==> src/rtl/ps2_pkg.sv <==
// Shared types and constants for the PS/2 keyboard controller.
// Holds the decoder states, the scan-code byte values and the event record.
package ps2_pkg;

   typedef enum logic [1:0] {
      StIdle,
      StGotE0,
      StGotF0,
      StGotE1
   } state_e;

   localparam logic [7:0] CodeE0 = 8'hE0;
   localparam logic [7:0] CodeE1 = 8'hE1;
   localparam logic [7:0] CodeF0 = 8'hF0;
   localparam logic [7:0] CodeAA = 8'hAA;
   localparam logic [7:0] CodeFC = 8'hFC;
   localparam logic [7:0] CodeFA = 8'hFA;
   localparam logic [7:0] CodeFE = 8'hFE;
   localparam logic [7:0] CodeEE = 8'hEE;

   typedef struct packed {
      logic       ext;
      logic       brk;
      logic [7:0] code;
   } evt_t;

   localparam int unsigned EvtW = $bits(evt_t);

   function automatic logic is_dev_err(input logic [7:0] b);
      return (b == CodeFC) || (b == 8'h00) || (b == 8'hFF);
   endfunction

   // Acknowledge, resend and echo replies carry no key information.
   function automatic logic is_reply(input logic [7:0] b);
      return (b == CodeFA) || (b == CodeFE) || (b == CodeEE);
   endfunction

endpackage

==> src/rtl/ps2_evt_fifo.sv <==
// Synchronous event FIFO with power-of-two depth and same-cycle push/pop.
// A push while full is accepted only when a pop frees a slot on the same edge.
module ps2_evt_fifo #(
   parameter int unsigned Depth = 4,
   parameter int unsigned Width = 10
) (
   input  logic             clk_i,
   input  logic             rst_i,
   input  logic             push_i,
   input  logic [Width-1:0] wdata_i,
   input  logic             pop_i,
   output logic [Width-1:0] rdata_o,
   output logic             full_o,
   output logic             empty_o
);

   localparam int unsigned PtrW = $clog2(Depth);
   localparam int unsigned CntW = PtrW + 1;

   logic [Width-1:0] mem_q [Depth];
   logic [PtrW-1:0]  wr_ptr_q, wr_ptr_d;
   logic [PtrW-1:0]  rd_ptr_q, rd_ptr_d;
   logic [CntW-1:0]  count_q, count_d;
   logic             do_push, do_pop;

   assign empty_o = (count_q == '0);
   assign full_o  = (count_q == CntW'(Depth));
   assign do_pop  = pop_i & ~empty_o;
   assign do_push = push_i & (~full_o | do_pop);
   assign rdata_o = mem_q[rd_ptr_q];

   always_comb begin
      wr_ptr_d = wr_ptr_q;
      rd_ptr_d = rd_ptr_q;
      count_d  = count_q;
      if (do_push) begin
         wr_ptr_d = wr_ptr_q + PtrW'(1);
      end
      if (do_pop) begin
         rd_ptr_d = rd_ptr_q + PtrW'(1);
      end
      if (do_push && !do_pop) begin
         count_d = count_q + CntW'(1);
      end else if (do_pop && !do_push) begin
         count_d = count_q - CntW'(1);
      end
   end

   always_ff @(posedge clk_i or posedge rst_i) begin
      if (rst_i) begin
         wr_ptr_q <= '0;
         rd_ptr_q <= '0;
         count_q  <= '0;
      end else begin
         wr_ptr_q <= wr_ptr_d;
         rd_ptr_q <= rd_ptr_d;
         count_q  <= count_d;
      end
   end

   always_ff @(posedge clk_i) begin
      if (do_push) begin
         mem_q[wr_ptr_q] <= wdata_i;
      end
   end

endmodule

==> src/rtl/ps2_kbd_ctrl.sv <==
// PS/2 keyboard protocol layer: turns raw scan-code bytes into make/break events,
// flags device status bytes and queues events for the host.
module ps2_kbd_ctrl #(
   parameter int unsigned FIFO_DEPTH  = 4,
   parameter int unsigned TIMEOUT_CYC = 2_500_000
) (
   input  logic       clk_ps2_rx,
   input  logic       reset_ps2_rx,
   input  logic       ctrl_en,
   input  logic       rx_done_tick,
   input  logic [7:0] rx_data,
   output logic       rx_en,
   output logic       evt_valid,
   input  logic       evt_ready,
   output logic [7:0] evt_code,
   output logic       evt_ext,
   output logic       evt_brk,
   output logic       bat_ok,
   output logic       dev_err,
   output logic       seq_timeout,
   output logic       evt_overflow
);
   import ps2_pkg::*;

   localparam int unsigned TmoW = $clog2(TIMEOUT_CYC);
   localparam logic [TmoW-1:0] TmoLast = TmoW'(TIMEOUT_CYC - 1);

   state_e          state_q, state_d;
   logic            ext_q, ext_d;
   logic [2:0]      skip_q, skip_d;
   logic [TmoW-1:0] tmo_q, tmo_d;
   logic            rx_en_q;
   logic            bat_ok_q, bat_ok_d;
   logic            dev_err_q, dev_err_d;
   logic            seq_timeout_q, seq_timeout_d;
   logic            overflow_q, overflow_d;

   logic            push;
   evt_t            push_evt;
   evt_t            head_evt;
   logic            fifo_full, fifo_empty;

   always_comb begin
      state_d       = state_q;
      ext_d         = ext_q;
      skip_d        = skip_q;
      tmo_d         = tmo_q;
      push          = 1'b0;
      push_evt      = '0;
      bat_ok_d      = 1'b0;
      dev_err_d     = 1'b0;
      seq_timeout_d = 1'b0;

      if (!ctrl_en) begin
         state_d = StIdle;
         ext_d   = 1'b0;
         skip_d  = '0;
         tmo_d   = '0;
      end else if (rx_done_tick) begin
         tmo_d = '0;
         unique case (state_q)
            StIdle: begin
               if (rx_data == CodeE0) begin
                  state_d = StGotE0;
                  ext_d   = 1'b1;
               end else if (rx_data == CodeF0) begin
                  state_d = StGotF0;
                  ext_d   = 1'b0;
               end else if (rx_data == CodeE1) begin
                  state_d = StGotE1;
                  skip_d  = 3'd7;
               end else if (rx_data == CodeAA) begin
                  bat_ok_d = 1'b1;
               end else if (is_dev_err(rx_data)) begin
                  dev_err_d = 1'b1;
               end else if (!is_reply(rx_data)) begin
                  push          = 1'b1;
                  push_evt.code = rx_data;
               end
            end
            StGotE0: begin
               if (rx_data == CodeF0) begin
                  state_d = StGotF0;
               end else if (rx_data != CodeE0) begin
                  push          = 1'b1;
                  push_evt.ext  = 1'b1;
                  push_evt.code = rx_data;
                  state_d       = StIdle;
               end
            end
            StGotF0: begin
               push          = 1'b1;
               push_evt.ext  = ext_q;
               push_evt.brk  = 1'b1;
               push_evt.code = rx_data;
               state_d       = StIdle;
               ext_d         = 1'b0;
            end
            StGotE1: begin
               // Pause is reported once, after its fixed-length tail is consumed.
               skip_d = skip_q - 3'd1;
               if (skip_q == 3'd1) begin
                  push          = 1'b1;
                  push_evt.ext  = 1'b1;
                  push_evt.code = CodeE1;
                  state_d       = StIdle;
               end
            end
            default: state_d = StIdle;
         endcase
      end else if (state_q == StIdle) begin
         tmo_d = '0;
      end else if (tmo_q == TmoLast) begin
         state_d       = StIdle;
         ext_d         = 1'b0;
         tmo_d         = '0;
         seq_timeout_d = 1'b1;
      end else begin
         tmo_d = tmo_q + TmoW'(1);
      end
   end

   // When full, the FIFO is non-empty, so a ready host always frees a slot.
   assign overflow_d = push & fifo_full & ~evt_ready;

   always_ff @(posedge clk_ps2_rx or posedge reset_ps2_rx) begin
      if (reset_ps2_rx) begin
         state_q       <= StIdle;
         ext_q         <= 1'b0;
         skip_q        <= '0;
         tmo_q         <= '0;
         rx_en_q       <= 1'b0;
         bat_ok_q      <= 1'b0;
         dev_err_q     <= 1'b0;
         seq_timeout_q <= 1'b0;
         overflow_q    <= 1'b0;
      end else begin
         state_q       <= state_d;
         ext_q         <= ext_d;
         skip_q        <= skip_d;
         tmo_q         <= tmo_d;
         rx_en_q       <= ctrl_en & ~fifo_full;
         bat_ok_q      <= bat_ok_d;
         dev_err_q     <= dev_err_d;
         seq_timeout_q <= seq_timeout_d;
         overflow_q    <= overflow_d;
      end
   end

   ps2_evt_fifo #(
      .Depth (FIFO_DEPTH),
      .Width (EvtW)
   ) u_evt_fifo (
      .clk_i   (clk_ps2_rx),
      .rst_i   (reset_ps2_rx),
      .push_i  (push),
      .wdata_i (push_evt),
      .pop_i   (evt_ready),
      .rdata_o (head_evt),
      .full_o  (fifo_full),
      .empty_o (fifo_empty)
   );

   // Storage is not reset, so the head fields are masked while nothing is queued.
   assign evt_valid    = ~fifo_empty;
   assign evt_code     = fifo_empty ? 8'h00 : head_evt.code;
   assign evt_ext      = ~fifo_empty & head_evt.ext;
   assign evt_brk      = ~fifo_empty & head_evt.brk;
   assign rx_en        = rx_en_q;
   assign bat_ok       = bat_ok_q;
   assign dev_err      = dev_err_q;
   assign seq_timeout  = seq_timeout_q;
   assign evt_overflow = overflow_q;

endmodule

==> config.mk <==
export PLATFORM = sky130hd
export DESIGN_NAME = ps2_kbd_ctrl
export DESIGN_NICKNAME = d
export VERILOG_FILES = /design/src/rtl/ps2_pkg.sv /design/src/rtl/ps2_evt_fifo.sv /design/src/rtl/ps2_kbd_ctrl.sv
export SDC_FILE = /design/constraint.sdc
export NUM_CORES = 1
export LEC_CHECK = 0
export BUFFER_PORTS_ARGS = -buffer_cell sky130_fd_sc_hd__buf_2
export CAP_MARGIN = 20
export CELL_PAD_IN_SITES_DETAIL_PLACEMENT = 1
export CELL_PAD_IN_SITES_GLOBAL_PLACEMENT = 1
export CORE_MARGIN = 1
export CORE_UTILIZATION = 49
export DETAILED_ROUTE_END_ITERATION = 8
export PLACE_DENSITY_LB_ADDON = 0.1
export SETUP_SLACK_MARGIN = 0.02
export SLEW_MARGIN = 40
export SYNTH_ARGS = -nofsm -noshare
export SYNTH_HDL_FRONTEND = slang
export SYNTH_SLANG_ARGS = --single-unit
==> constraint.sdc <==
create_clock -name clk_ps2_rx -period 3.8 [get_ports clk_ps2_rx]
set_clock_uncertainty 0.15 [all_clocks]
set_input_delay 0.38 -clock clk_ps2_rx [delete_from_list [all_inputs] [get_ports clk_ps2_rx]]
set_output_delay 0.38 -clock clk_ps2_rx [all_outputs]
set_load 0.01 [all_outputs]
==> results of run 1 <==
## final cells by class
cell class	count	area share
repair buffers	29	0.0342
flip-flops and latches	80	0.509
clock buffers	10	0.0295
inverters	10	0.00868
well taps	102	0.0295
multi-input cells	226	0.378
clock inverters	6	0.0104
## layout by cell type (no fill, tap or decap), types with 8 or more instances in the layout
cell type	instances
and2_1	18
nand3_1	16
buf_2	28
clkbuf_8	9
nand4_1	8
nand2_1	28
mux4_2	10
xor2_1	19
nor2_1	36
xnor2_1	8
dfrtp_1	40
inv_1	9
a21oi_1	9
nor4_1	9
edfxtp_1	40
ha_1	8
## registers in the layout (all words and copies together) (netlist names)
register             flops
u_evt_fifo.mem_q        40
ext_q                    1
state_q                  2
tmo_q                   22
u_evt_fifo.wr_ptr_q      2
dev_err                  1
bat_ok                   1
u_evt_fifo.count_q       3
skip_q                   3
u_evt_fifo.rd_ptr_q      2
rx_en                    1
seq_timeout              1
evt_overflow             1
## metrics by stage
stage          hold WS, ns  setup WS (ns)
2_1_floorplan        0.305           1.09
3_3_place_gp         0.327          0.877
3_5_place_dp         0.341          0.759
4_1_cts             0.0175          0.747
5_1_grt             0.0439          0.544
6_report           -0.0116          0.768
## power by group through the flow
stage,clock network (µW),registers (µW),logic (µW)
after floorplan,0,1060,422
after global placement,0,1120,509
after detailed placement,0,1130,539
after CTS,576,1110,542
after global routing,606,1130,586
final,562,1110,528
## layer usage
layer | up-vias | part of all wire
li1 | 1240 | -
met5 | - | 0
met3 | 8 | 0.019
met4 | 0 | 0.0094
met2 | 28 | 0.50
met1 | 1295 | 0.47
## worst paths after layout
path                                          endpoint  slack [ns]  depth (start not counted)
worst max-delay path             u_evt_fifo.count_q[2]        0.77                         10
worst min-delay path                          tmo_q[4]       -0.01                          3
worst max register to register   u_evt_fifo.count_q[2]        0.77                         10
worst min register to register                tmo_q[0]        0.37                          1
max in group asynchronous                  seq_timeout        3.12                          3
min in group clk_ps2_rx         u_evt_fifo.rd_ptr_q[1]        0.19                          3
## kinds of logic after synthesis
family                   synth area share
adder cells (fa/ha/maj)            0.0304
flip-flops                          0.558
buffers and inverters              0.0282
AO/OA/AOI/OAI                      0.0571
AND/OR/NAND/NOR                     0.192
XOR/XNOR                           0.0599
multiplexers                       0.0742
## worst max-delay path, delay by kind of cell, from the launching register on
kind | cells | cell delay [ns]
AO/OA/AOI/OAI | 2 | 0.38
flip-flops | 1 | 0.56
adder cells (fa/ha/maj) | 2 | 0.63
XOR/XNOR | 2 | 0.32
AND/OR/NAND/NOR | 3 | 0.86
buffers and inverters | 1 | 0.07
==> flow_summary.ini, run 1 <==
[power]
peakVddDrop_v = 0.000183
p_comb_frac = 0.240
p_per_area_mw_per_mm2 = 509
power_uw = 2200
switching_share = 0.306
p_clk_frac = 0.256
p_int_uw = 1530
p_leak_uw = 0.00166
p_switching_uw = 674
power_frac_seq = 0.504

[die]
die_area_mm2 = 0.00842
rows = 32
dieHeight_um = 91.8
core_mm2 = 0.00777
num_io_pins = 29
start_util = 0.508
fp.dieW_um = 91.8

[critical_path]
cp_max_fo = 13
max_stage_delay_ns = 0.56
critPathLaunchType = flop
crit_type = flop to flop
r2r_start = state_q[1]
crit_path_end_kind = flop
cp.arrival_ns = 3.16
crit_path_frequent_cell = xor2_1
worstPathRequired_ns = 3.92
crit_chain = or2_1 -> a211oi_1 -> a21oi_1 -> nor3b_4 -> ha_1 -> inv_1 -> fa_1 -> xor2_1 -> nor2_1 -> xor2_1
critPathSlowestCell = dfrtp_1
worstSetupStartpoint = state_q[1]

[timing]
setup_tns_ns = 0
rsz0062_at_grt = false
slew_headroom = 0.499
final_max_slew_viol_count = 0
hold_viol = 5
finalCriticalPeriod_ns = 3.03
max_freq_ghz = 0.330
fin_hold_ws_ns = -0.0116
setup_viol = 0
min_period_over_period = 0.798
tightest_slew_ns = 0.745

[synthesis]
synthCells = 332
synth.distinct_cells = 51
synthTopCellsByCount = 40 x dfrtp_1, 40 x edfxtp_1, 36 x nor2_1
dominantRegCellSynth = edfxtp_1
synth_top_area_frac = 0.304
synth_edf_count = 40
yosys-top-cells-area = edfxtp_1 30%, dfrtp_1 25%, mux4_2 5.7%
syn-cell-area_mm2 = 0.00395
synth-seq-cells = 80
synth_nets = 354
ys_seq_area_frac = 0.558
async_reset_ff_frac = 0.500
syn_area_per_cell_um2 = 11.9
synth_warnings = 0
yosysTopAreaCell = edfxtp_1

[cts]
cts.sinks = 80
cts_tree = built
h-tree-depth = 3
cts-root-buf = clkbuf_8
cts_inserted_buffers = 9
ctsResizeCount = 0
path_clk_slew_ns = 0.09
clock_latency_ns = 0.35
cts_setup_buffers = 0
cts_hold_buf = 0
clockBufferDepth = 2

[detailed_routing]
drt_iter0_drc = 86
vias = 2571
drcViolationCount = 0
antenna_left = 0
vias_per_cell = 5.55
firstDrtPassIters = 4
routedWlPerCell_um = 17.9
drt-total-wl_um = 8300

[global_routing]
met2_usage = 0.370
grt_usage = 0.220
antenna_found_initial = 0
met3_usage = 0.0415
grt_pass1_wl_um = 14100
gr-total-overflow = 0
busiest_layer = met2
grt_pass1_vias = 2713
grt_util_met1 = 0.297
grt_max_degree = 41

[finish]
finish.utilization = 0.557
antennaDiodeCount = 0
fill_cells = 840
drive_gt1_frac = 0.175
final_nets = 378
regArea_mm2 = 0.00220
syn_to_final_growth_pct = 9.51
multi_input_area_mm2 = 0.00164
stdcell_area_mm2 = 0.00432
fin_cells = 463

[placement]
place_inst = 447
gp_congestion = 0.888
port_buffers = 28
dp_hpwl_um = 5910
placed_area_mm2 = 0.00415

[status]
violations = negative hold slack
run_status = complete, but fails checks

[job]
maxCapViolations = 0

[hold_path]
hp-class = input port to asynchronous set/reset pin
(Power assumes the default switching activity.)
==> run 2: changes to the inputs <==
==> constraint.sdc (replaced) <==
create_clock -name clk_ps2_rx -period 3.14 [get_ports clk_ps2_rx]
set_clock_uncertainty 0.15 [all_clocks]
set_input_delay 0.314 -clock clk_ps2_rx [delete_from_list [all_inputs] [get_ports clk_ps2_rx]]
set_output_delay 0.314 -clock clk_ps2_rx [all_outputs]
set_load 0.01 [all_outputs]
==> run 2 against run 1 <==
Setup slack got worse by 0.57 ns. Critical path type unchanged. Sequential power rose by 21%. Highest routed layer unchanged. The flow now finishes without violations. Register-to-register slack got worse by 0.57 ns.
==> flow_summary.ini, run 2 (synthesized netlist as in run 1, its figures left out) <==
[critical_path]
crit_type = flop to flop
crit_path_frequent_cell = xor2_1
cp_max_fo = 12
cp_top_family = simple AND/OR/NAND/NOR gates
cp.arrival_ns = 3.07
crit_path_end_kind = flop
critPathSlowestCell = dfrtp_2
crit_chain = or2_1 -> a211oi_1 -> a21oi_1 -> nor3b_4 -> ha_1 -> inv_1 -> fa_1 -> xor2_1 -> nor2_1 -> xor2_1
max_stage_delay_ns = 0.48
crit_buf_inv = 1
critPathLaunchType = flop
worstPathRequired_ns = 3.27

[finish]
final_common_cell = edfxtp_1
fill_cells = 837
final_nets = 385
syn_to_final_growth_pct = 11.3
top_regs = u_evt_fifo.mem_q (40), tmo_q (22)
drive_gt1_frac = 0.190
finish.utilization = 0.566
largest_reg_flops = 40
top_register = u_evt_fifo.mem_q
antennaDiodeCount = 0
final_cell_mix = 40 x edfxtp_1, 39 x dfrtp_1, 36 x nor2_1
stdcell_area_mm2 = 0.00439

[timing]
tightest_slew_ns = 0.717
hold_viol = 0
rsz0062_at_grt = false
final_max_slew_viol_count = 0
slew_headroom = 0.517
setup_tns_ns = 0
setup_viol = 0
min_period_over_period = 0.936
finalCriticalPeriod_ns = 2.94
max_freq_ghz = 0.340

[die]
core_mm2 = 0.00777
dieHeight_um = 91.8
fp.dieW_um = 91.8
start_util = 0.508
die_area_mm2 = 0.00842
num_io_pins = 29
rows = 32

[detailed_routing]
routedWlPerCell_um = 18.2
vias_per_cell = 5.57
drcViolationCount = 0
vias = 2617
firstDrtPassIters = 4
drt-total-wl_um = 8580
antenna_left = 0
drt_iter0_drc = 83

[power]
p_comb_frac = 0.240
p_int_uw = 1880
switching_share = 0.308
p_switching_uw = 837
p_per_area_mw_per_mm2 = 618
peakVddDrop_v = 0.000228
p_leak_uw = 0.00171
p_clk_frac = 0.266
power_frac_seq = 0.494

[placement]
placed_area_mm2 = 0.00418
port_buffers = 28
dp_hpwl_um = 6190
gp_congestion = 0.868

[global_routing]
gr-total-overflow = 0
antenna_found_initial = 0
grt_max_degree = 36
grt_usage = 0.227
grt_pass1_wl_um = 14300
grt_pass1_vias = 2751

[cts]
cts.sinks = 80
clockBufferDepth = 2
clock_latency_ns = 0.36
h-tree-depth = 3
path_clk_slew_ns = 0.09
cts_tree = built
cts_inserted_buffers = 9
cts-root-buf = clkbuf_8

[hold_path]
hp-class = input port to flop

[job]
maxCapViolations = 0

[status]
run_status = finished clean
## run 2: per-layer routing
metal | vias to the layer above | share of wire | track usage
li1 | 1253 | - | -
met1 | 1328 | 0.48 | 0.313
met2 | 27 | 0.49 | 0.362
met3 | 9 | 0.020 | 0.0456
met4 | 0 | 0.013 | 0.0742
met5 | - | 0 | 0
## run 2: worst min-delay path, cell delays in order
cell and delay (ns):
buf_2 0.11, nand3_1 0.09, xnor2_1 0.08
## run 2: final timing paths
path / startpoint / to / slack [ns] / depth (start not counted)
max in group asynchronous: reset_ps2_rx / state_q[0] / 1.88 / 4
max reg2reg: state_q[0] / u_evt_fifo.count_q[2] / 0.20 / 10
min: evt_ready / u_evt_fifo.rd_ptr_q[1] / 0.13 / 3
max: state_q[0] / u_evt_fifo.count_q[2] / 0.20 / 10
min reg2reg: tmo_q[0] / tmo_q[0] / 0.34 / 1
min in group asynchronous: reset_ps2_rx / u_evt_fifo.rd_ptr_q[1] / 0.23 / 3
## run 2: what timing repair did
| action | CTS | global route |
|---|---|---|
| setup endpoints to repair | 0 | 2 |
| hold endpoints to repair | 5 | 0 |
| resized for setup | 0 | 1 |
| setup buffers | 0 | 2 |
| hold buffers | 1 | 0 |
## run 2: through the flow
stage	setup WS (ns)	hold slack [ns]	total power [µW]	instances
floorplan	0.492	0.305	1790	332
global placement	0.273	0.0508	1980	451
detailed placement	0.0480	0.0592	2030	451
CTS	0.0302	0.119	2750	468
global route	0.0239	0.148	2860	470
finish	0.201	0.127	2720	470
## run 2: cell type report
class / instances / area (µm²) / share of cell area
sequential: 80 / 2200 / 0.502
tap: 102 / 128 / 0.0291
clock inverter: 6 / 50.0 / 0.0114
multi-input combinational: 226 / 1630 / 0.372
inverter: 10 / 37.5 / 0.00854
clock buffer: 10 / 138 / 0.0313
timing repair buffer: 36 / 203 / 0.0461
## run 2: power by group through the flow
stage | Combinational, µW | Sequential [µW] | Clock [µW]
CTS | 663 | 1350 | 741
detailed placement | 661 | 1370 | 0
global placement | 620 | 1360 | 0
finish | 653 | 1340 | 723
global route | 716 | 1360 | 775
floorplan | 511 | 1280 | 0
